$ cat src/rtl/matmul_xcel_row_feeder.sv
// rtl/matmul_xcel_row_feeder.sv - skewed row feeder for the systolic array: weight load, then activation streaming
module matmul_xcel_row_feeder #(
  parameter int BIT_WIDTH = 8,
  parameter int N         = 4
) (
  input  logic                   clk,
  input  logic                   reset,
  input  logic [N*BIT_WIDTH-1:0] i_vec,
  input  logic                   i_is_weight,
  input  logic                   i_valid,
  output logic                   o_ready,
  output logic [N*BIT_WIDTH-1:0] o_row_data,
  output logic [N-1:0]           o_row_wr_weight_ena,
  output logic [N-1:0]           o_row_valid,
  output logic                   o_weights_loaded,
  output logic                   o_idle,
  output logic                   o_err
);

  localparam int WCW = $clog2(N) + 1;
  localparam logic [WCW-1:0] LAST_W = WCW'(N - 1);

  typedef enum logic {LOAD_W, STREAM} state_t;

  // One skew-pipeline slot for a single row.
  typedef struct packed {
    logic [BIT_WIDTH-1:0] data;
    logic                 wr;
    logic                 vld;
  } entry_t;

  state_t         state, state_next;
  logic [WCW-1:0] wcnt;
  logic           accept;
  logic           inj_vld;
  logic           inj_wr;
  logic           drop;
  logic           wcnt_inc;
  logic           weights_loaded_q;
  logic           err_q;
  logic [N-1:0]   row_busy;

  // The feeder never back-pressures; every offered vector is taken.
  assign o_ready = 1'b1;
  assign accept  = i_valid && o_ready;

  // Decide what the accepted vector becomes: a weight/activation injection or a dropped protocol error.
  always_comb begin
    state_next = state;
    inj_vld    = 1'b0;
    inj_wr     = 1'b0;
    drop       = 1'b0;
    wcnt_inc   = 1'b0;
    if (accept) begin
      case (state)
        LOAD_W: begin
          if (i_is_weight) begin
            inj_vld  = 1'b1;
            inj_wr   = 1'b1;
            wcnt_inc = 1'b1;
            if (wcnt == LAST_W) state_next = STREAM;
          end else begin
            drop = 1'b1;
          end
        end
        STREAM: begin
          if (!i_is_weight) inj_vld = 1'b1;
          else              drop    = 1'b1;
        end
        default: state_next = LOAD_W;
      endcase
    end
  end

  // State, weight count, loaded flag (one cycle behind the state) and sticky error.
  always_ff @(posedge clk) begin
    if (reset) begin
      state            <= LOAD_W;
      wcnt             <= '0;
      weights_loaded_q <= 1'b0;
      err_q            <= 1'b0;
    end else begin
      state            <= state_next;
      if (wcnt_inc) wcnt <= wcnt + 1'b1;
      weights_loaded_q <= (state == STREAM);
      err_q            <= err_q | drop;
    end
  end

  // Row r gets an r+1 deep shift register so the array sees a diagonal wavefront.
  for (genvar r = 0; r < N; r++) begin : g_row
    entry_t sr [r+1];
    entry_t inj;
    logic   busy;

    assign inj.data = inj_vld ? i_vec[r*BIT_WIDTH +: BIT_WIDTH] : '0;
    assign inj.wr   = inj_wr;
    assign inj.vld  = inj_vld;

    // Shift the row's skew pipeline; reset flushes every stage to a bubble.
    always_ff @(posedge clk) begin
      if (reset) begin
        for (int d = 0; d <= r; d++) sr[d] <= '0;
      end else begin
        sr[0] <= inj;
        for (int d = 1; d <= r; d++) sr[d] <= sr[d-1];
      end
    end

    // Any live entry in this row keeps the feeder from reporting idle.
    always_comb begin
      busy = 1'b0;
      for (int d = 0; d <= r; d++) busy = busy | sr[d].vld;
    end

    assign row_busy[r]                           = busy;
    assign o_row_data[r*BIT_WIDTH +: BIT_WIDTH]  = sr[r].data;
    assign o_row_wr_weight_ena[r]                = sr[r].wr;
    assign o_row_valid[r]                        = sr[r].vld;
  end

  assign o_weights_loaded = weights_loaded_q;
  assign o_err            = err_q;
  assign o_idle           = (state == STREAM) && !(|row_busy);

endmodule

$ cat config.mk
export PLATFORM = sky130hd
export DESIGN_NAME = matmul_xcel_row_feeder
export DESIGN_NICKNAME = d
export VERILOG_FILES = /design/src/rtl/matmul_xcel_row_feeder.sv
export SDC_FILE = /design/constraint.sdc
export NUM_CORES = 1
export LEC_CHECK = 0
export ABC_AREA = 1
export BUFFER_PORTS_ARGS = -buffer_cell sky130_fd_sc_hd__buf_4
export CORE_MARGIN = 2
export CORE_UTILIZATION = 51
export DETAILED_ROUTE_END_ITERATION = 16
export GPL_ROUTABILITY_DRIVEN = 0
export GPL_TIMING_DRIVEN = 0
export PLACE_DENSITY = 0.87
export SYNTH_ARGS = -nofsm -noshare
export SYNTH_HDL_FRONTEND = slang
export SYNTH_SLANG_ARGS = --single-unit
$ cat constraint.sdc
create_clock -name clk -period 1.57 [get_ports clk]
set_input_delay 0.3925 -clock clk [delete_from_list [all_inputs] [get_ports clk]]
set_output_delay 0.3925 -clock clk [all_outputs]
set_load 0.1 [all_outputs]
Word level (Yosys, flattened, before mapping) --
Memory sizes are Yosys's and may differ from the RTL's. Index checks and enable logic that the tools add are counted.
Word-level totals: bits in read-only memories 0, logic and storage cells 60, output and inout port bits 44, register bits 6, memories 4, bits in latches 0, input port bits 36, memory bits (writable) 100
Operators by class: add/subtract/negate cells 1, shift-type cells 0, multipliers 0, div/mod/pow operators 0, $lt $le $gt $ge 0, muxes and demuxes 29, bitwise logic cells 17, reductions and logical operators 4, equal/unequal tests 1
Memory list:
- g_row[3].sr | depth 4, bits a word 10, read ports 4, clocked after Yosys merged registers in 0, wr ports 4, RTL line 92 | entry_t sr [r+1];
- g_row[2].sr | depth 3, bits a word 10, read ports 3, clocked after Yosys merged registers in 0, wr ports 3, RTL line 92
- g_row[1].sr | depth 2, bits a word 10, read ports 2, clocked after Yosys merged registers in 0, wr ports 2, RTL line 92
- g_row[0].sr | depth 1, bits a word 10, read ports 1, clocked after Yosys merged registers in 0, wr ports 1, RTL line 92
Operators by type and width (count):
- 2-to-1 mux 10 bit | 10
- 2-to-1 mux 8 bit | 4
- bitwise OR 1 bit | 16
- 2-to-1 mux 1 bit | 13
- OR reduction 10 bit | 1
- case mux 1 bit (2 select lines) | 2
- OR reduction 4 bit | 1
- adder 3 x 1 -> 3 bit (second input constant) | 1
- equality test 3 x 2 -> 1 bit (second input constant) | 1
- logical AND 1 bit | 1
- logical NOT 1 bit | 1
- inverter 1 bit | 1

Longest topological paths before layout --
An unclocked memory read counts as a cell.
depth in word-level cells 7, depth in mapped cells 6

Worst setup path after synthesis --
Ideal clock, no wire load.
path kind flip-flop to output port, start mem g_row[3].sr[3][0] (netlist bit), end out o_idle, arrival time 2.323 ns, buffers on the path 0, slack -1.146 ns, required time 1.177 ns, stages on the path, launching flop included 3, cells stage by stage dfxtp_1 > or2_2 > nor2_1
RTL lines:
- from (decl) | RTL line 92
- to (decl) | RTL line 16 | output logic o_idle,

==> flow_metrics.tcl <==
set metrics [dict create \
    outcome "finished, violations left" \
    failed_checks "setup timing" \
    clk_pin_slew_ns 0.08 \
    cts_buffers 9 \
    crit_type "reg -> out" \
    syn_inst 332 \
    path_cells "or2_4 -> nor2_4 -> buf_12" \
    synth_top_area_share_pct 62.2 \
    rows 28 \
    postPlaceCellArea_um2 3710 \
    io_pins 80 \
    pwr-share-seq_pct 53.8 \
    crit_slowest_cell "dfxtp_2" \
    power.share.switching_pct 23.3 \
    layout.nets 459 \
    placed_cells 484 \
    rsz0062_at_grt "true" \
    viasPerCell 3.97 \
    stdcell_count 500 \
    yosysTopAreaCell "dfxtp_1" \
    coreArea_um2 5820 \
    cp-end-kind "primary output" \
    grt_pass1_vias 1874 \
    p_per_area_nw_per_um2 1150 \
    drv_cap 0 \
    num-fill-cells 470 \
    ys_ff_latch 94 \
    ys_seq_area_share_pct 62.2 \
    worstSetupStartpointType "flop" \
    vias 1984 \
    ant_nets 0 \
    cts_sinks 94 \
    die_h_um 81.0 \
    max-clock-path-buffers 2 \
    finalWirelength_mm 4.49 \
    r2r_setup_slack_ns 0.30 \
    die_w_um 81.0 \
    whs_ns 0.260 \
    hp-class "in -> reg" \
    die-area_um2 6560 \
    switching_power_mw 1.06 \
    antenna_found_initial 0 \
    drtIter0Drc 81 \
    cell_internal_pwr_mw 3.49 \
    skew_ns 0.00551 \
    synth_area_um2 3030 \
    grt_start_max_net_pins 16 \
    insertion_delay_ns 0.35 \
    cts_tree "done" \
    pwr-share-clk_pct 37.3 \
    synth_warnings 0 \
    initial_core_util_pct 52.0 \
    routedWlPerCell_um 8.99 \
    arrival_ns 1.22 \
    root_buffer "clkbuf_8" \
    report.final.slew_viol_count 0 \
    hold_viol 0 \
    p_total_mw 4.55 \
    syn2layout_area_growth_pct 30.6 \
    crit_required_ns 1.18 \
    firstDrtPassIters 4 \
    fmax_mhz 619 \
    p_leak_nw 1.96 \
    antenna_cells 0 \
    htree_levels 3 \
    finalCritPeriodShare_pct 103 \
    most-common-layout-cells "buf_4 (101), dfxtp_1 (92), inv_1 (91)" \
    drive_gt1_share_pct 37.9 \
    design_area_um2 3950 \
    port-buffer-count 77 \
    drc 0 \
    peakVddDrop_uv 644 \
    place_hpwl_mm 3.36 \
    period_minus_slack_ns 1.62 \
    synth_area_leaders "dfxtp_1 (62%), inv_1 (11%), nor2_1 (7.9%)" \
    cp_slowest_stage_delay_ns 0.34 \
    p_comb_share_pct 8.9 \
    grt_usage_pct 15.5 \
    syn_nets 371 \
    cp_max_fo 3 \
    grt_pass1_wl_mm 7.40 \
    mostFrequentLayoutCell "buf_4" \
    syn_area_per_cell_um2 9.11 \
    finalSetupViolations 1 \
    fin_ws_ns -0.0459 \
    synth_cell_type_count 16 \
    overflow 0 \
]
metrics by stage:
step,setup WS [ns],utilization [%],TNS [ns]
after floorplan,0.00751,-,0
after global placement,0.204,63.8,0
after detailed placement,0.178,63.8,0
after CTS,-0.0606,68.0,-0.0606
after global routing,-0.104,68.0,-0.104
final,-0.0459,68.0,-0.0459
logic make-up after synthesis:
logic type | share of synthesized area, %
AOI/OAI and AO/OA | 0.496
adders and majority gates | 1.24
buffers and inverters | 19.6
DFF | 62.2
other | 0.124
and+or+nand+nor | 16.4
synth_stat cells, drive strengths merged:
| cell type | number |
|---|---|
| a21oi | 3 |
| buf | 33 |
| dfxtp | 94 |
| or2 | 1 |
| conb | 1 |
| nand4 | 1 |
| ha | 3 |
| nor2 | 93 |
| nand3b | 1 |
| nand3 | 3 |
| nand2 | 7 |
| inv | 92 |
layer usage:
| layer | global-route usage (%) | wire length (µm) | up-vias |
|---|---|---|---|
| met3 | 6.00 | 309 | 5 |
| met5 | 0 | 0 | - |
| met2 | 28.3 | 2340 | 60 |
| li1 | - | - | 1068 |
| met4 | 9.15 | 83 | 0 |
| met1 | 14.5 | 1760 | 851 |
critical path, delay by kind of cell, from the launching register on:
kind / cells / cell delay [ns]
simple gates: 2 / 0.35
flops: 1 / 0.34
buf+inv: 1 / 0.18
state kept, by name, indices dropped and copies added (netlist names):
name / flops
state: 1
o_err: 1
g_row.sr: 88
wcnt: 3
o_weights_loaded: 1
power groups by stage:
stage	registers [mW]	clock network, mW	logic, mW
floorplan	2.57	0	0.220
global placement	2.50	0	0.399
detailed placement	2.50	0	0.407
CTS	2.45	1.74	0.409
global route	2.45	1.84	0.436
finish	2.45	1.70	0.404
final cells by class:
class	count	area [µm²]	area share, %
Multi-Input combinational cell	113	562	14.2
Sequential cell	94	1890	47.7
Tap cell	75	93.8	2.37
Inverter	92	345	8.74
Clock inverter	4	51.3	1.30
Timing Repair Buffer	77	591	14.9
Clock buffer	12	176	4.46
Buffer	33	246	6.24
worst paths after layout:
| check | endpoint | start | cells past startpoint |
|---|---|---|---|
| max | o_idle | g_row[2].sr[0][0] | 3 |
| min | g_row[1].sr[0][2] | i_vec[8] | 3 |
| max reg2reg | g_row[2].sr[0][6] | state | 5 |
| min reg2reg | g_row[3].sr[1][8] | g_row[3].sr[0][8] | 2 |
repair_timing:
| action | in CTS | in global routing |
|---|---|---|
| pin swaps | 0 | 0 |
| gates resized for setup | 4 | 0 |
| endpoints found under the setup margin | 1 | 1 |
| hold buffers | 0 | 0 |
| buffers inserted | 0 | 0 |
| endpoints found under the hold margin | 0 | 0 |
Note: power is estimated with default switching activity, not from simulation.
